<file path="src/rtl/i_exp_arbiter_pkg.sv">
// Shared definitions for the i_exp arbiter: default widths, FSM state
// encoding and the round-robin pointer helper.
package i_exp_arbiter_pkg;

  localparam int N_REQ_DEF   = 4;
  localparam int Q_WIDTH_DEF = 32;
  localparam int S_WIDTH_DEF = 16;
  localparam int M_WIDTH_DEF = 6;
  localparam int TIMEOUT_DEF = 1024;

  typedef enum logic [1:0] {
    ST_IDLE  = 2'd0,
    ST_BUSY  = 2'd1,
    ST_DRAIN = 2'd2
  } state_t;

  // Index of the requester after idx, wrapping at n.
  function automatic int rr_next(input int idx, input int n);
    return (idx + 1 >= n) ? 0 : idx + 1;
  endfunction

endpackage

</file>
<file path="src/rtl/i_exp_arbiter_if.sv">
// Bus between the arbiter and the single i_exp unit.
//  start  : level request to i_exp, held until done is seen
//  q/S/maxmsb : operands, stable while start is high
//  q_out/S_out/done : result and completion flag from i_exp
// master = arbiter side, slave = i_exp side.
interface i_exp_arbiter_if import i_exp_arbiter_pkg::*; #(
  parameter int Q_WIDTH = Q_WIDTH_DEF,
  parameter int S_WIDTH = S_WIDTH_DEF,
  parameter int M_WIDTH = M_WIDTH_DEF
) ();
  logic                      start;
  logic signed [Q_WIDTH-1:0] q;
  logic signed [S_WIDTH-1:0] S;
  logic [M_WIDTH-1:0]        maxmsb;
  logic signed [Q_WIDTH-1:0] q_out;
  logic signed [S_WIDTH-1:0] S_out;
  logic                      done;

  modport master (output start, q, S, maxmsb, input q_out, S_out, done);
  modport slave  (input start, q, S, maxmsb, output q_out, S_out, done);
endinterface

</file>
<file path="src/rtl/i_exp_arbiter_rr_arbiter.sv">
// Round-robin pick: first asserted request at or after ptr, wrapping.
//  req : request vector       ptr : search start index
//  gnt : one-hot winner       idx : winner index      any : some request set
module rr_arbiter #(
  parameter int N = 4
) (
  input  logic [N-1:0]         req,
  input  logic [$clog2(N)-1:0] ptr,
  output logic [N-1:0]         gnt,
  output logic [$clog2(N)-1:0] idx,
  output logic                 any
);
  localparam int IDX_W = $clog2(N);

  // Scan N positions starting at ptr; the first hit wins.
  always_comb begin
    int c;
    gnt = '0;
    idx = '0;
    any = 1'b0;
    c   = 0;
    for (int k = 0; k < N; k++) begin
      c = int'(ptr) + k;
      if (c >= N) begin
        c = c - N;
      end else begin
        c = c;
      end
      if (!any && req[c]) begin
        gnt[c] = 1'b1;
        idx    = IDX_W'(c);
        any    = 1'b1;
      end else begin
        any = any;
      end
    end
  end
endmodule

</file>
<file path="src/rtl/i_exp_arbiter.sv">
// Shares one i_exp unit between N_REQ requesters with round-robin grant.
//  clk, rst    : clock, synchronous active-high reset
//  req_*       : per-requester valid and packed operands (slice i = requester i)
//  req_ready   : one-hot accept strobe, combinational in IDLE
//  rsp_*       : one-cycle result strobe with id, result and timeout flag
//  exp_bus     : master side of the i_exp bus
module i_exp_arbiter import i_exp_arbiter_pkg::*; #(
  parameter int N_REQ          = N_REQ_DEF,
  parameter int Q_WIDTH        = Q_WIDTH_DEF,
  parameter int S_WIDTH        = S_WIDTH_DEF,
  parameter int M_WIDTH        = M_WIDTH_DEF,
  parameter int TIMEOUT_CYCLES = TIMEOUT_DEF
) (
  input  logic                       clk,
  input  logic                       rst,
  input  logic [N_REQ-1:0]           req_valid,
  input  logic [N_REQ*Q_WIDTH-1:0]   req_q,
  input  logic [N_REQ*S_WIDTH-1:0]   req_S,
  input  logic [N_REQ*M_WIDTH-1:0]   req_maxmsb,
  output logic [N_REQ-1:0]           req_ready,
  output logic                       rsp_valid,
  output logic [$clog2(N_REQ)-1:0]   rsp_id,
  output logic signed [Q_WIDTH-1:0]  rsp_q,
  output logic signed [S_WIDTH-1:0]  rsp_S,
  output logic                       rsp_err,
  i_exp_arbiter_if.master            exp_bus
);
  localparam int ID_W  = $clog2(N_REQ);
  localparam int CNT_W = $clog2(TIMEOUT_CYCLES) + 1;

  state_t                    state_r;
  logic [ID_W-1:0]           ptr_r;
  logic [ID_W-1:0]           id_r;
  logic [CNT_W-1:0]          cnt_r;
  logic                      start_r;
  logic signed [Q_WIDTH-1:0] op_q_r;
  logic signed [S_WIDTH-1:0] op_s_r;
  logic [M_WIDTH-1:0]        op_m_r;

  logic [N_REQ-1:0]          gnt_s;
  logic [ID_W-1:0]           gnt_idx_s;
  logic                      gnt_any_s;
  logic [Q_WIDTH-1:0]        sel_q_s;
  logic [S_WIDTH-1:0]        sel_s_s;
  logic [M_WIDTH-1:0]        sel_m_s;

  rr_arbiter #(.N(N_REQ)) u_rr (
    .req (req_valid),
    .ptr (ptr_r),
    .gnt (gnt_s),
    .idx (gnt_idx_s),
    .any (gnt_any_s)
  );

  // Operand slices of the current round-robin winner.
  always_comb begin
    sel_q_s = req_q[int'(gnt_idx_s)*Q_WIDTH +: Q_WIDTH];
    sel_s_s = req_S[int'(gnt_idx_s)*S_WIDTH +: S_WIDTH];
    sel_m_s = req_maxmsb[int'(gnt_idx_s)*M_WIDTH +: M_WIDTH];
  end

  // Accept strobe only while idle and out of reset, so a request is never
  // acknowledged in a cycle where it cannot be latched.
  always_comb begin
    if (state_r == ST_IDLE && !rst) begin
      req_ready = gnt_s;
    end else begin
      req_ready = '0;
    end
  end

  // Main FSM: grant, wait for done or timeout, then drain until done drops
  // so a stale done cannot complete the next job.
  always_ff @(posedge clk) begin
    if (rst) begin
      state_r   <= ST_IDLE;
      ptr_r     <= '0;
      id_r      <= '0;
      cnt_r     <= '0;
      start_r   <= 1'b0;
      op_q_r    <= '0;
      op_s_r    <= '0;
      op_m_r    <= '0;
      rsp_valid <= 1'b0;
      rsp_id    <= '0;
      rsp_q     <= '0;
      rsp_S     <= '0;
      rsp_err   <= 1'b0;
    end else begin
      case (state_r)
        ST_IDLE: begin
          rsp_valid <= 1'b0;
          if (gnt_any_s) begin
            op_q_r  <= sel_q_s;
            op_s_r  <= sel_s_s;
            op_m_r  <= sel_m_s;
            id_r    <= gnt_idx_s;
            ptr_r   <= ID_W'(rr_next(int'(gnt_idx_s), N_REQ));
            cnt_r   <= '0;
            start_r <= 1'b1;
            state_r <= ST_BUSY;
          end
        end
        ST_BUSY: begin
          // done takes priority over a timeout landing in the same cycle
          if (exp_bus.done) begin
            rsp_q     <= exp_bus.q_out;
            rsp_S     <= exp_bus.S_out;
            rsp_id    <= id_r;
            rsp_err   <= 1'b0;
            rsp_valid <= 1'b1;
            start_r   <= 1'b0;
            state_r   <= ST_DRAIN;
          end else if (cnt_r == CNT_W'(TIMEOUT_CYCLES - 1)) begin
            rsp_q     <= '0;
            rsp_S     <= '0;
            rsp_id    <= id_r;
            rsp_err   <= 1'b1;
            rsp_valid <= 1'b1;
            start_r   <= 1'b0;
            state_r   <= ST_DRAIN;
          end else begin
            cnt_r <= cnt_r + CNT_W'(1);
          end
        end
        ST_DRAIN: begin
          rsp_valid <= 1'b0;
          if (!exp_bus.done) begin
            state_r <= ST_IDLE;
          end
        end
        default: begin
          rsp_valid <= 1'b0;
          start_r   <= 1'b0;
          state_r   <= ST_IDLE;
        end
      endcase
    end
  end

  assign exp_bus.start  = start_r;
  assign exp_bus.q      = op_q_r;
  assign exp_bus.S      = op_s_r;
  assign exp_bus.maxmsb = op_m_r;
endmodule

</file>
<file path="src/flat_wrapper.sv">
// flat-port wrapper written by rule: the top's interface ports become plain ports
module i_exp_arbiter_flat import i_exp_arbiter_pkg::*;
#(
  parameter int N_REQ          = N_REQ_DEF,
  parameter int Q_WIDTH        = Q_WIDTH_DEF,
  parameter int S_WIDTH        = S_WIDTH_DEF,
  parameter int M_WIDTH        = M_WIDTH_DEF,
  parameter int TIMEOUT_CYCLES = TIMEOUT_DEF
)
  (clk, rst, req_valid, req_q, req_S, req_maxmsb, req_ready, rsp_valid, rsp_id, rsp_q, rsp_S, rsp_err, exp_bus_start, exp_bus_q, exp_bus_S, exp_bus_maxmsb, exp_bus_q_out, exp_bus_S_out, exp_bus_done);
  i_exp_arbiter_if #(.Q_WIDTH(Q_WIDTH), .S_WIDTH(S_WIDTH), .M_WIDTH(M_WIDTH)) exp_bus_i ();
  input  logic clk;
  input  logic rst;
  input  logic [N_REQ-1:0] req_valid;
  input  logic [N_REQ*Q_WIDTH-1:0] req_q;
  input  logic [N_REQ*S_WIDTH-1:0] req_S;
  input  logic [N_REQ*M_WIDTH-1:0] req_maxmsb;
  output logic [N_REQ-1:0] req_ready;
  output logic rsp_valid;
  output logic [$clog2(N_REQ)-1:0] rsp_id;
  output logic signed [Q_WIDTH-1:0] rsp_q;
  output logic signed [S_WIDTH-1:0] rsp_S;
  output logic rsp_err;
  output wire logic [$bits(exp_bus_i.start)-1:0] exp_bus_start;
  output wire logic [$bits(exp_bus_i.q)-1:0] exp_bus_q;
  output wire logic [$bits(exp_bus_i.S)-1:0] exp_bus_S;
  output wire logic [$bits(exp_bus_i.maxmsb)-1:0] exp_bus_maxmsb;
  input wire logic [$bits(exp_bus_i.q_out)-1:0] exp_bus_q_out;
  input wire logic [$bits(exp_bus_i.S_out)-1:0] exp_bus_S_out;
  input wire logic [$bits(exp_bus_i.done)-1:0] exp_bus_done;
  assign exp_bus_start = exp_bus_i.start;
  assign exp_bus_q = exp_bus_i.q;
  assign exp_bus_S = exp_bus_i.S;
  assign exp_bus_maxmsb = exp_bus_i.maxmsb;
  assign exp_bus_i.q_out = exp_bus_q_out;
  assign exp_bus_i.S_out = exp_bus_S_out;
  assign exp_bus_i.done = exp_bus_done;
  i_exp_arbiter #(.N_REQ(N_REQ), .Q_WIDTH(Q_WIDTH), .S_WIDTH(S_WIDTH), .M_WIDTH(M_WIDTH), .TIMEOUT_CYCLES(TIMEOUT_CYCLES)) u_core (.clk(clk), .rst(rst), .req_valid(req_valid), .req_q(req_q), .req_S(req_S), .req_maxmsb(req_maxmsb), .req_ready(req_ready), .rsp_valid(rsp_valid), .rsp_id(rsp_id), .rsp_q(rsp_q), .rsp_S(rsp_S), .rsp_err(rsp_err), .exp_bus(exp_bus_i));
endmodule
</file>
<file path="config.mk">
export PLATFORM = sky130hd
export DESIGN_NAME = i_exp_arbiter_flat
export DESIGN_NICKNAME = d
export VERILOG_FILES = /design/src/rtl/i_exp_arbiter_pkg.sv /design/src/rtl/i_exp_arbiter_if.sv /design/src/rtl/i_exp_arbiter_rr_arbiter.sv /design/src/rtl/i_exp_arbiter.sv /design/src/flat_wrapper.sv
export SDC_FILE = /design/constraint.sdc
export NUM_CORES = 1
export LEC_CHECK = 0
export BUFFER_PORTS_ARGS = -buffer_cell sky130_fd_sc_hd__buf_2
export CORE_AREA = 2 2 148 150
export DETAILED_ROUTE_END_ITERATION = 8
export DIE_AREA = 0 0 150 152
export HOLD_SLACK_MARGIN = 0.02
export PLACE_DENSITY = 0.72
export SLEW_MARGIN = 20
export SYNTH_ARGS = -nofsm -noshare
export SYNTH_HDL_FRONTEND = slang
export SYNTH_SLANG_ARGS = --single-unit
</file>
<file path="constraint.sdc">
create_clock -name clk -period 9.1 [get_ports clk]
set_input_delay 1.365 -clock clk [delete_from_list [all_inputs] [get_ports clk]]
set_output_delay 1.365 -clock clk [all_outputs]
set_load 0.005 [all_outputs]
</file>
; Word-level counts from Yosys, hierarchy flattened
; Index checks and enable logic that the tools add are counted.
; Widths: inputs -> output; s select.
[op_classes]
addsub = 9
n_mul = 1
n_lt_le_gt_ge = 13
eq_ne = 8
n_shift = 3
muxes = 60
n_bitwise = 5
n_reduce_logical = 21
[ops]
columns = cell, count
row1 = $mux 32, 6
row2 = $ge 32x1->1 const B, 4
row3 = $lt 32x4->1 const B, 4
row4 = $shiftx 128x8->32, 1
row5 = $shiftx 64x7->16, 1
row6 = $mux 11, 3
row7 = $mux 16, 2
row8 = $shiftx 24x32->6, 1
row9 = $mux 1, 22
row10 = $mux 2, 11
row11 = $pmux 11 s2, 1
row12 = $mux 4, 5
row13 = $ge 3x3->1 const B, 4
row14 = $or 4x4->4, 3
row15 = $sub 3x3->4 const B, 3
row16 = $add 11x1->11 const B, 1
row17 = $eq 11x10->1 const B, 1
row18 = $bmux 1 s2, 4
row19 = $demux 1 s2, 4
row20 = $logic_and 1x1->1, 8
row21 = $add 2x1->3 const B, 2
row22 = $add 2x2->3 const B, 2
row23 = $ne 2x2->1 const B, 3
row24 = $pmux 2 s3, 1
row25 = 16 further kinds, 23
[totals]
regBits = 124
input_bits = 271
out_inout_bits = 111
elab_cells = 133

; Longest topological paths before layout
; Gate-level depths: netlist of run 1.
[logic_depth]
ltp_word = 18
ltp_mapped = 14

; By module
; Synthesis of run 1 repeated with hierarchy kept, for this count alone.
[unflattened]
hier_cells = 599
area_unflattened_um2 = 6202.2
[by_module_without_submodules]
columns = module, instances, cells_each, area_per_inst_um2, seq_area_each_um2
row1 = i_exp_arbiter, 1, 551, 5743.0, 2482.4
row2 = rr_arbiter, 1, 48, 459.2, 0.0

; Worst setup path before layout of run 1
; No wires, ideal clock.
[synth_path]
kind = input to output
from = input port req_valid[0]
to = output port req_ready[0]
arrival_time_ps = 2585
required_time_ps = 7735
path_slack_ps = 5150
stages = 6
path_buffers = 1
path_cell_list = buf_2 > mux4_2 > nor2b_4 > a22o_1 > nand2_1 > a31oi_1
[synth_via]
elab_chain_cells = 14
word_cells_on_any_way = 29
cone_classes = mux (20) / bitwise (3) / reduce/logical (6)
[synth_rtl]
columns = element, line_no
row1 = start: declaration, flat_wrapper.sv:14  ; input logic [N_REQ-1:0] req_valid;
row2 = $bmux 1 s2, i_exp_arbiter_rr_arbiter.sv:29  ; if (!any && req[c]) begin
row3 = $mux 1 (not written as such) (2 in series), i_exp_arbiter_rr_arbiter.sv:29
row4 = $mux 1, i_exp_arbiter_rr_arbiter.sv:29
row5 = $logic_not 1->1, i_exp_arbiter_rr_arbiter.sv:29
row6 = $logic_and 1x1->1, i_exp_arbiter_rr_arbiter.sv:29
row7 = $mux 1, i_exp_arbiter_rr_arbiter.sv:29
row8 = $logic_not 1->1, i_exp_arbiter_rr_arbiter.sv:29
row9 = $logic_and 1x1->1, i_exp_arbiter_rr_arbiter.sv:29
row10 = $mux 1, i_exp_arbiter_rr_arbiter.sv:29
row11 = $logic_not 1->1, i_exp_arbiter_rr_arbiter.sv:29
row12 = $logic_and 1x1->1, i_exp_arbiter_rr_arbiter.sv:29
row13 = $mux 4 *, i_exp_arbiter_rr_arbiter.sv:29
row14 = $mux 4 *, i_exp_arbiter.sv:65  ; if (state_r == ST_IDLE && !rst) begin
row15 = end: declaration, flat_wrapper.sv:18  ; output logic [N_REQ-1:0] req_ready;
; Mark *: on every way between the ends. The rest lies on a longest branch, timed or not. The select of a mux whose other input is x is not followed.

; Worst setup path after layout of run 1
[layout_path]
from = register u_core.ptr_r[0]
to = output port req_ready[3]
[layout_via]
elab_chain_cells = 16
word_cells_on_any_way = 64
cone_classes = add/sub (7) / order compare (12) / mux (32) / bitwise (3) / reduce/logical (10)
[layout_rtl]
columns = element, line_no
row1 = start: declaration, i_exp_arbiter.sv:32  ; logic [ID_W-1:0] ptr_r;
row2 = start signal: assignment, i_exp_arbiter.sv:98  ; ptr_r <= ID_W'(rr_next(int'(gnt_idx_s), N_REQ));
row3 = "parallel branches: the longest is 14 deep, another holds $ge 32x1->1", --
row4 = $mux 4 *, i_exp_arbiter_rr_arbiter.sv:29
row5 = $mux 4 *, i_exp_arbiter.sv:65
; Mark *: on every way between the ends. The select of a mux whose other input is x is not followed.

==> qor.yml, run 1 <==
status: "completed"
grt_pass1_wl_mm: 33.4
nets: 1270
ys_ff_latch: 124
tightest_slew_ns: 0.991
async_reset_ff_share_pct: 0
gp_congestion: 0.829
clock_path_buffers: 2
worstPathRequired_ns: 7.74
dp_hpwl_mm: 15.7
post_cts.repair.setup_buffers: 0
drive_above_1_share_pct: 48.4
ys_warn_count: 0
slew_headroom_pct: 33.9
port_buffers: 381
area.growth.synth_to_final_pct: 39.3
grt_pass1_vias: 6357
cts_hold_buf: 0
slew_violations: 0
cts.htree.levels: 4
dieArea_sq_mm: 0.0228
reg2reg_depth: 9
antenna_found_initial: 1
avgSynthCellArea_sq_um: 10.2
synth_area_leaders: "dfxtp_1 37%, mux2i_1 17%, a221oi_2 10%, a22oi_1 5.4%, o21bai_1 5.3%"
hold_viol: 0
worstSetupStartpointType: "flop"
wirelength_mm: 21.6
synth_top_cell_area_share_pct: 37.4
vias: 6487
period_needed_ns: 4.63
critPathMaxFanout: 18
timing.final.crit_share_pct: 50.9
postLayoutCoreUtil_pct: 43.4
synthFlopType: "dfxtp_1"
cts-resized-gates: 0
ir_drop_uv: 128
hold_class: "reg2reg"
yosysTopAreaCell: "dfxtp_1"
die_w_um: 150
skew_ns: 0.0128
die_h_um: 152
synthTopCellsByCount: "124 x dfxtp_1, 113 x mux2i_1, 71 x nor2_1"
p_leak_nw: 4.41
grt_usage_pct: 18.4
io_pins: 382
yosysMostFrequentCell: "dfxtp_1"
rsz0062_at_grt: "false"
routedWlPerCell_um: 16.8
synth_area_sq_mm: 0.00665
grt_max_degree: 73
setup.worst_path.end_class: "output pin"
remaining_drc_errors: 0
clkTransAtPathRegs_ns: 0.07
r2r-end: "u_core.exp_bus.q[31]$_SDFFE_PP0P_"
synth_edf_count: 0
netlist-cell-type-count: 58
root_buffer: "clkbuf_16"
yosysSeqAreaShare_pct: 37.4
pwr_density_cell_mw_per_mm2: 264
setup_violations: 0
cp-endpoint: "req_ready[3]"
viasPerCell: 5.04
netlist_instances: 649
initial_core_util_pct: 31.1
fmax_mhz: 216
cts_tree: "yes"
drtIter0Drc: 265
grt.overflow.total: 0
cts_buffers: 17
critPathLaunch: "u_core.ptr_r[0]$_SDFFE_PP0P_"
detail_route.first_pass.iterations: 5
cap_violations: 0
r2r_setup_slack_ns: 4.57
clk-insertion-delay-late_ns: 0.41
core-area_sq_mm: 0.0214
final_antenna_net_count: 0
rows: 54
r2r_start: "u_core.ptr_r[0]$_SDFFE_PP0P_"
syn_nets: 926
worst-setup-path-type: "reg2out"
cp.arrival_ns: 3.27
clock_sinks: 124
fin_tns_setup_ns: 0
==> metal layers <==
metal  up-vias  track usage [%]  share of wire, %
met1      3046             22.2                41
li1       3147                -                 -
met3        16             5.41               8.3
met2       278             31.4                48
met5         -                0                 0
met4         0             5.66               1.9
==> logic make-up (layout without fill, tap and decap cells) <==
| family | count (synthesis) | in the layout | share of synthesized area [%] |
|---|---|---|---|
| AOI/OAI and AO/OA | 179 | 179 | 25.3 |
| xor gates and xnor gates | 8 | 8 | 1.05 |
| adders and majority gates | 6 | 6 | 1.13 |
| muxes | 118 | 118 | 18.2 |
| DFF | 124 | 124 | 37.4 |
| other | 0 | 1 | 0 |
| buffers and inverters | 67 | 423 | 5.91 |
| and+or+nand+nor | 147 | 147 | 11.0 |
==> per-stage QoR <==
stage	cells	area (sq um)	worst slack [ns]	total power, mW	hold WS, ns
final	1286	9260	4.47	2.45	0.469
after global routing	1286	9260	4.14	2.59	0.487
after CTS	1285	9260	4.45	2.48	0.473
after detailed placement	1254	8620	4.54	1.72	0.464
after global placement	1253	8600	4.68	1.69	0.459
after floorplan	649	6650	5.15	1.50	0.449
==> worst max-delay path, stage by stage, from the launching register on <==
cell and delay (ns):
dfxtp_1 0.75, inv_1 0.20, ha_1 0.50, mux4_2 0.63, nor2b_4 0.19, a22o_1 0.14, nand2_1 0.07, a31oi_1 0.24
buf_2 0.15
==> flip-flops by register name, indices dropped and copies added, names as in the netlist <==
name,cells
u_core.cnt_r,11
u_core.rsp_id,2
u_core.state_r,2
u_core.exp_bus.maxmsb,6
u_core.exp_bus.S,16
u_core.rsp_S,16
u_core.exp_bus.q,32
u_core.rsp_q,32
u_core.rsp_err,1
u_core.rsp_valid,1
u_core.ptr_r,2
u_core.id_r,2
u_core.exp_bus.start,1
==> worst min path at each step <==
stage	slack, ns	startpoint	cells past startpoint	to
final	0.47	u_core.cnt_r[1]$_SDFFE_PP0P_	2	u_core.cnt_r[1]$_SDFFE_PP0P_
after global routing	0.49	u_core.cnt_r[10]$_SDFFE_PP0P_	1	u_core.cnt_r[10]$_SDFFE_PP0P_
after CTS	0.47	u_core.cnt_r[1]$_SDFFE_PP0P_	2	u_core.cnt_r[1]$_SDFFE_PP0P_
after detailed placement	0.46	u_core.cnt_r[1]$_SDFFE_PP0P_	2	u_core.cnt_r[1]$_SDFFE_PP0P_
after global placement	0.46	u_core.cnt_r[10]$_SDFFE_PP0P_	1	u_core.cnt_r[10]$_SDFFE_PP0P_
after floorplan	0.45	u_core.cnt_r[1]$_SDFFE_PP0P_	2	u_core.cnt_r[1]$_SDFFE_PP0P_
==> power breakdown <==
part | internal (mW) | leakage (nW) | total [mW] | switching [mW]
sequential | 0.639 | 1.02 | 0.703 | 0.0635
combinational | 0.450 | 3.09 | 0.997 | 0.547
clock | 0.465 | 0.304 | 0.747 | 0.281
total | 1.56 | 4.41 | 2.45 | 0.892
==> final cells by class <==
class	count	area (sq um)
multi-input combinational	458	3800
clock buffer	17	425
fill	2069	12100
antenna	1	2.50
clock inverter	14	208
inverter	4	15.0
sequential	124	2480
tap	280	350
timing repair buffer	388	1970
==> placed cells by master, fill, tap and decap left out, types with 4 or more instances in the layout <==
cell	n
dfxtp_1	124
clkbuf_16	17
nor3_1	10
buf_4	7
nand2b_1	5
inv_1	4
a221oi_2	45
a21oi_1	8
nand2_1	19
bufinv_16	4
o221ai_1	9
a31oi_1	4
o21bai_1	47
buf_2	380
a22o_1	4
nand3b_1	11
inv_6	6
xnor2_1	7
a22oi_1	48
nor3b_1	4
ha_1	6
or3_1	4
mux2i_1	113
nor2_1	69
No activity file was read; power rests on OpenSTA's default activity.
==> run 2: changes to the inputs <==
ABC_AREA = 1   (was unset)
CORE_AREA = 2 2 147 149   (was 2 2 148 150)
DIE_AREA = 0 0 149 151   (was 0 0 150 152)
PLACE_DENSITY = 0.77   (was 0.72)
clock period = 4 ns   (was 9.1 ns; I/O delays follow)
==> qor.yml, run 2 <==
grt_pass1_vias: 7939  # was 6,357
root_buffer: "clkbuf_16"  # unchanged
postLayoutCoreUtil_pct: 46.6  # was 43.4%
port_buffers: 381  # unchanged
fin_tns_setup_ns: 0  # unchanged
die_h_um: 151  # was 152 um
final_cell_mix: "418 x nand2_1, 381 x buf_2, 188 x nand3_1, 145 x inv_1, 124 x dfxtp_1"  # was 380 x buf_2, 124 x dfxtp_1, 113 x mux2i_1, 69 x nor2_1, 48 x a22oi_1
ys_warn_count: 0  # unchanged
synth_top_cell_area_share_pct: 35.2  # was 37.4%
io_pins: 382  # unchanged
critPathMaxFanout: 10  # was 18
timing.final.crit_share_pct: 81.0
final_antenna_net_count: 0  # unchanged
p_leak_nw: 5.40  # was 4.41 nW
drive_above_1_share_pct: 29.6  # was 48.4%
routedWlPerCell_um: 14.2  # was 16.8 um
netlist_instances: 1142  # was 649
core-area_sq_mm: 0.0208  # was 0.0214 sq mm
clkTransAtPathRegs_ns: 0.07  # about the same
synthTopCellsByCount: "418 x nand2_1, 188 x nand3_1, 145 x inv_1"  # was 124 x dfxtp_1, 113 x mux2i_1, 71 x nor2_1
grt_max_degree: 68  # was 73
placed_cell_area_sq_mm: 0.00909  # was 0.00862 sq mm
slew_violations: 0  # unchanged
drtIter0Drc: 542  # was 265
cts-resized-gates: 0  # unchanged
wirelength_mm: 25.2  # was 21.6 mm
setup_violations: 0  # unchanged
synth_area_sq_mm: 0.00705  # was 0.00665 sq mm
cts.htree.levels: 4  # unchanged
gp_congestion: 0.942  # was 0.829
netlist-cell-type-count: 30  # was 58
dieArea_sq_mm: 0.0225  # was 0.0228 sq mm
ir_drop_uv: 416  # was 128 uV
r2r_setup_slack_ns: 0.94  # was 4.57 ns
rsz0062_at_grt: "false"  # unchanged
critPathSlowestCell: "dfxtp_1"  # unchanged
pwr_density_cell_mw_per_mm2: 764  # was 264 mW/mm^2
worstSetupStartpointType: "flop"  # unchanged
grt_pass1_wl_mm: 39.0  # was 33.4 mm
post_cts.repair.setup_buffers: 0  # unchanged
setup.worst_path.end_class: "output pin"  # unchanged
yosysTopAreaCell: "dfxtp_1"  # unchanged
reg2reg_depth: 15  # was 9
grt.overflow.total: 0  # unchanged
cts_tree: "yes"  # unchanged
area.growth.synth_to_final_pct: 37.6  # was 39.3%
worstPathRequired_ns: 3.40  # was 7.74 ns
tightest_slew_ns: 0.948  # was 0.991 ns
die_w_um: 149  # was 150 um
worstPathCellList: "inv_2 > ha_1 > inv_1 > nand3_1 > nand2_1 > nand4_1 > o221ai_1 > nand2_1 > inv_1 > buf_2"  # was inv_1 > ha_1 > mux4_2 > nor2b_4 > a22o_1 > nand2_1 > a31oi_1 > buf_2
cap_violations: 0  # unchanged
fin_area_sq_mm: 0.00970  # was 0.00926 sq mm
rows: 53  # was 54
synthFlopType: "dfxtp_1"  # unchanged
r2r_start: "u_core.ptr_r[0]$_SDFFE_PP0P_"  # unchanged
worst-setup-path-type: "reg2out"  # unchanged
total_power_mw: 7.40  # was 2.45 mW
r2r-end: "u_core.exp_bus.q[24]$_SDFFE_PP0P_"  # was u_core.exp_bus.q[31]$_SDFFE_PP0P_
nets: 1762  # was 1,270
cp.arrival_ns: 2.64  # was 3.27 ns
cp-endpoint: "req_ready[1]"  # was req_ready[3]
cts_hold_buf: 0  # unchanged
grt_usage_pct: 21.8  # was 18.4%
period_needed_ns: 3.24
status: "completed"  # unchanged
slew_headroom_pct: 36.7  # was 33.9%
avgSynthCellArea_sq_um: 6.17  # was 10.2 sq um
clock_sinks: 124  # unchanged
initial_core_util_pct: 33.8  # was 31.1%
syn_nets: 1419  # was 926
viasPerCell: 4.79  # was 5.04
fmax_mhz: 309
cts_buffers: 17  # unchanged
async_reset_ff_share_pct: 0  # unchanged
max_stage_delay_ns: 0.49  # was 0.75 ns
ys_ff_latch: 124  # unchanged
yosysSeqAreaShare_pct: 35.2  # was 37.4%
dp_hpwl_mm: 18.5  # was 15.7 mm
remaining_drc_errors: 0  # unchanged
vias: 8527  # was 6,487
skew_ns: 0.0125  # was 0.0128 ns
clk-insertion-delay-late_ns: 0.42  # was 0.41 ns
yosysMostFrequentCell: "nand2_1"  # was dfxtp_1
critPathLaunch: "u_core.ptr_r[0]$_SDFFE_PP0P_"  # unchanged
synth_edf_count: 0  # unchanged
hold_viol: 0  # unchanged
detail_route.first_pass.iterations: 5  # unchanged
nFillCells: 2129  # was 2,069
mostFrequentLayoutCell: "nand2_1"  # was buf_2
hold_class: "in2reg"  # was reg2reg
antenna_found_initial: 9  # was 1
clock_path_buffers: 2  # unchanged
synth_area_leaders: "dfxtp_1 35%, nand2_1 22%, nand3_1 13%, inv_1 7.7%, a21oi_1 5.8%"  # was dfxtp_1 37%, mux2i_1 17%, a221oi_2 10%, a22oi_1 5.4%, o21bai_1 5.3%
==> run 2: metrics by stage <==
| stage | hold WS [ns] | std cells | setup WS [ns] |
|---|---|---|---|
| floorplan | 0.431 | 1142 | 1.63 |
| global route | 0.398 | 1779 | 0.510 |
| global placement | 0.432 | 1741 | 1.05 |
| detailed placement | 0.434 | 1741 | 0.929 |
| CTS | 0.384 | 1773 | 0.765 |
| finish | 0.404 | 1780 | 0.761 |
==> run 2: worst min path at each step <==
| stage | startpoint | endpoint | slack [ns] | cells after the start |
|---|---|---|---|---|
| 6_report | req_q[6] | u_core.exp_bus.q[6]$_SDFFE_PP0P_ | 0.40 | 3 |
| 5_1_grt | req_q[7] | u_core.exp_bus.q[7]$_SDFFE_PP0P_ | 0.40 | 3 |
| 4_1_cts | req_q[6] | u_core.exp_bus.q[6]$_SDFFE_PP0P_ | 0.38 | 3 |
| 3_5_place_dp | u_core.exp_bus.S[12]$_SDFFE_PP0P_ | u_core.exp_bus.S[12]$_SDFFE_PP0P_ | 0.43 | 2 |
| 3_3_place_gp | u_core.exp_bus.q[14]$_SDFFE_PP0P_ | u_core.exp_bus.q[14]$_SDFFE_PP0P_ | 0.43 | 2 |
| 2_1_floorplan | u_core.id_r[1]$_SDFFE_PP0P_ | u_core.rsp_id[1]$_SDFFE_PP0P_ | 0.43 | 2 |
==> run 2: report_power, final <==
part           switching [mW]  leakage, nW  internal (mW)  total, mW
logic                    2.79         4.09           1.39       4.18
clock network           0.701        0.292          0.841       1.54
registers               0.153         1.02           1.53       1.68
total                    3.64         5.40           3.76       7.40
==> run 2: critical path: cells and delay by family, from the launching register on <==
family          cells  cell delay, ns
fa+ha+maj           1            0.40
flops               1            0.49
simple gates        4            0.56
compound gates      1            0.30
buf+inv             4            0.46
==> run 2: cells by family after synthesis <==
family / after synthesis / share of synthesized area, %
AND/OR/NAND/NOR: 691 / 43.0
buffers and inverters: 218 / 12.8
flip-flops: 124 / 35.2
AO/OA/AOI/OAI: 101 / 7.69
adder cells (fa/ha/maj): 6 / 1.07
XOR/XNOR: 2 / 0.249
==> run 2: area by class of cell <==
class / instances / area (sq um) / area share (%)
antenna: 7 / 17.5 / 0.181
clock buffer: 17 / 425 / 4.39
clock inverter: 15 / 164 / 1.69
inverter: 151 / 567 / 5.85
multi-input combinational: 800 / 3680 / 37.9
sequential: 124 / 2480 / 25.6
tap: 275 / 344 / 3.55
timing repair buffer: 391 / 2020 / 20.8
==> run 2: per-layer routing <==
| layer | global-route usage, % | vias up | share of wire, % |
|---|---|---|---|
| li1 | - | 4287 | - |
| met1 | 25.3 | 3825 | 40 |
| met2 | 36.9 | 359 | 47 |
| met3 | 6.51 | 52 | 8.8 |
| met4 | 10.5 | 4 | 3.4 |
| met5 | 0 | - | 0.11 |
==> run 3: changes to the inputs <==
ABC_AREA = 0   (was 1)
CORE_AREA = 2 2 149 151   (was 2 2 147 149)
DIE_AREA = 0 0 151 153   (was 0 0 149 151)
PLACE_DENSITY = 0.71   (was 0.77)
clock period = 3.35 ns   (was 4 ns; I/O delays follow)
==> qor.yml, run 3 (synthesized netlist as in run 1, its figures left out) <==
status: "completed"  # unchanged
switching_power_mw: 2.44  # was 3.64 mW
fin_tns_setup_ns: 0  # unchanged
dieArea_sq_mm: 0.0231  # was 0.0225 sq mm
preCtsSetupSlack_ns: 0.180  # was 0.929 ns
hold_class: "in2reg"  # unchanged
worstHoldStart: "exp_bus_S_out[13]"  # was req_q[6]
clock_sinks: 124  # unchanged
antenna_found_initial: 4  # was 9
clkTransAtPathRegs_ns: 0.07  # about the same
worstPathCellList: "inv_1 > ha_1 > buf_4 > or3b_1 > a2111oi_2 > or3_4 > nand2_1 > a31oi_1 > buf_2"  # was inv_2 > ha_1 > inv_1 > nand3_1 > nand2_1 > nand4_1 > o221ai_1 > nand2_1 > inv_1 > buf_2
cp.arrival_ns: 2.69  # was 2.64 ns
pwr_density_cell_mw_per_mm2: 715  # was 764 mW/mm^2
worstPathRequired_ns: 2.85  # was 3.40 ns
hold_viol: 0  # unchanged
grt_pass1_vias: 6465  # was 7,939
postLayoutCoreUtil_pct: 43.7  # was 46.6%
core-area_sq_mm: 0.0215  # was 0.0208 sq mm
area.growth.synth_to_final_pct: 41.4  # was 37.6%
routedWlPerCell_um: 17.1  # was 14.2 um
port_buffers: 381  # unchanged
period_needed_ns: 3.19
internal_power_mw: 4.28  # was 3.76 mW
viasPerCell: 4.99  # was 4.79
r2r_start: "u_core.ptr_r[1]$_SDFFE_PP0P_"  # was u_core.ptr_r[0]$_SDFFE_PP0P_
critPathSlowestCell: "dfxtp_2"  # was dfxtp_1
worstSetupStartpointType: "flop"  # unchanged
pwr-share-seq_pct: 28.1  # was 22.7%
layout_setup_ws_ns: 0.158  # was 0.761 ns
clk-insertion-delay-late_ns: 0.41  # was 0.42 ns
fmax_mhz: 313
nFillCells: 2123  # was 2,129
initial_core_util_pct: 30.9  # was 33.8%
die_h_um: 153  # was 151 um
grt_usage_pct: 18.5  # was 21.8%
grt.overflow.total: 0  # unchanged
timing.final.crit_share_pct: 95.3
io_pins: 382  # unchanged
slew_headroom_pct: 37.0  # was 36.7%
setup_violations: 0  # unchanged
combPwrFrac_pct: 42.8  # was 56.5%
final_antenna_net_count: 0  # unchanged
detail_route.first_pass.iterations: 5  # unchanged
nets: 1284  # was 1,762
cap_violations: 0  # unchanged
critPathLaunch: "u_core.ptr_r[1]$_SDFFE_PP0P_"  # was u_core.ptr_r[0]$_SDFFE_PP0P_
vias: 6508  # was 8,527
die_w_um: 151  # was 149 um
worst-setup-path-type: "reg2out"  # unchanged
clock_path_buffers: 2  # unchanged
cpLargestDelayFamily: "simple AND/OR/NAND/NOR gates"  # unchanged
drtIter0Drc: 296  # was 542
wirelength_mm: 22.3  # was 25.2 mm
critPathMaxFanout: 8  # was 10
gp_congestion: 0.825  # was 0.942
cp_num_buf_inv: 3  # was 4
drive_above_1_share_pct: 49.4  # was 29.6%
setup.worst_path.end_class: "output pin"  # unchanged
mostFrequentLayoutCell: "buf_2"  # was nand2_1
tightest_slew_ns: 0.945  # was 0.948 ns
cts_tree: "yes"  # unchanged
p_sw_share_pct: 36.3  # was 49.2%
dp_hpwl_mm: 16.6  # was 18.5 mm
final_cell_mix: "380 x buf_2, 123 x dfxtp_1, 113 x mux2i_1, 69 x nor2_1, 48 x a22oi_1"  # was 418 x nand2_1, 381 x buf_2, 188 x nand3_1, 145 x inv_1, 124 x dfxtp_1
hold-worst-slack_ns: 0.341  # was 0.404 ns
ir_drop_uv: 304  # was 416 uV
rows: 54  # was 53
grt_max_degree: 51  # was 68
skew_ns: 0.0126  # was 0.0125 ns
p_leak_nw: 4.49  # was 5.40 nW
slew_violations: 0  # unchanged
cts_buffers: 17  # unchanged
remaining_drc_errors: 0  # unchanged
cts.htree.levels: 4  # unchanged
root_buffer: "clkbuf_16"  # unchanged
max_stage_delay_ns: 0.41  # was 0.49 ns
clockPowerShare_pct: 29.1  # was 20.8%
total_power_mw: 6.72  # was 7.40 mW
rsz0062_at_grt: "false"  # unchanged
grt_pass1_wl_mm: 33.5  # was 39.0 mm
run 3: layout make-up:
class / instances / area, sq um / area share [%]
inverters: 4 / 15.0 / 0.160
multi-input cells: 458 / 3810 / 40.6
well taps: 280 / 350 / 3.73
flip-flops and latches: 124 / 2480 / 26.4
clock buffers: 18 / 439 / 4.67
diodes: 4 / 10.0 / 0.107
clock inverters: 14 / 183 / 1.94
repair buffers: 402 / 2100 / 22.4
run 3: through the flow:
stage                     cells  area [sq um]
final                      1304          9400
after global routing       1303          9400
after CTS                  1299          9370
after detailed placement   1267          8750
after global placement     1267          8750
after floorplan             649          6650
run 3: per-layer routing:
metal / routed length (um) / track usage, %
met1: 9150 / 21.6
met3: 1780 / 4.57
met5: 0 / 0
met4: 438 / 7.30
met2: 10900 / 32.1
run 3: path summary, 6_finish.rpt:
check / cells past startpoint / slack, ns / end
hold reg to reg: 2 / 0.47 / u_core.cnt_r[1]$_SDFFE_PP0P_
setup / recovery: 9 / 0.16 / req_ready[1]
setup reg to reg: 9 / 0.26 / u_core.exp_bus.q[24]$_SDFFE_PP0P_
hold / removal: 3 / 0.34 / u_core.rsp_S[13]$_SDFFE_PP0P_
run 3: power by group through the flow:
stage / Clock, mW / Combinational (mW) / Sequential (mW)
after global routing: 2.07 / 3.12 / 1.91
after CTS: 2.01 / 2.89 / 1.88
final: 1.96 / 2.87 / 1.89
after detailed placement: 0 / 2.89 / 1.91
after global placement: 0 / 2.83 / 1.91
after floorplan: 0 / 2.15 / 1.92
run 3: repair_timing:
action                                  in CTS  in global routing
hold buffers                                 0                  0
endpoints found under the setup margin       4                  4
pin swaps                                    1                  1
resized for setup                            2                  2
buffers inserted                             0                  1
run 3: worst reg2reg max path, cell delays in order, from the launching register on:
cell	delay (ns)
dfxtp_2	0.41
inv_1	0.10
ha_1	0.33
mux4_2	0.59
nor2b_4	0.20
or2_1	0.16
a21o_4	0.45
buf_4	0.34
mux2i_1	0.27
a221oi_2	0.08
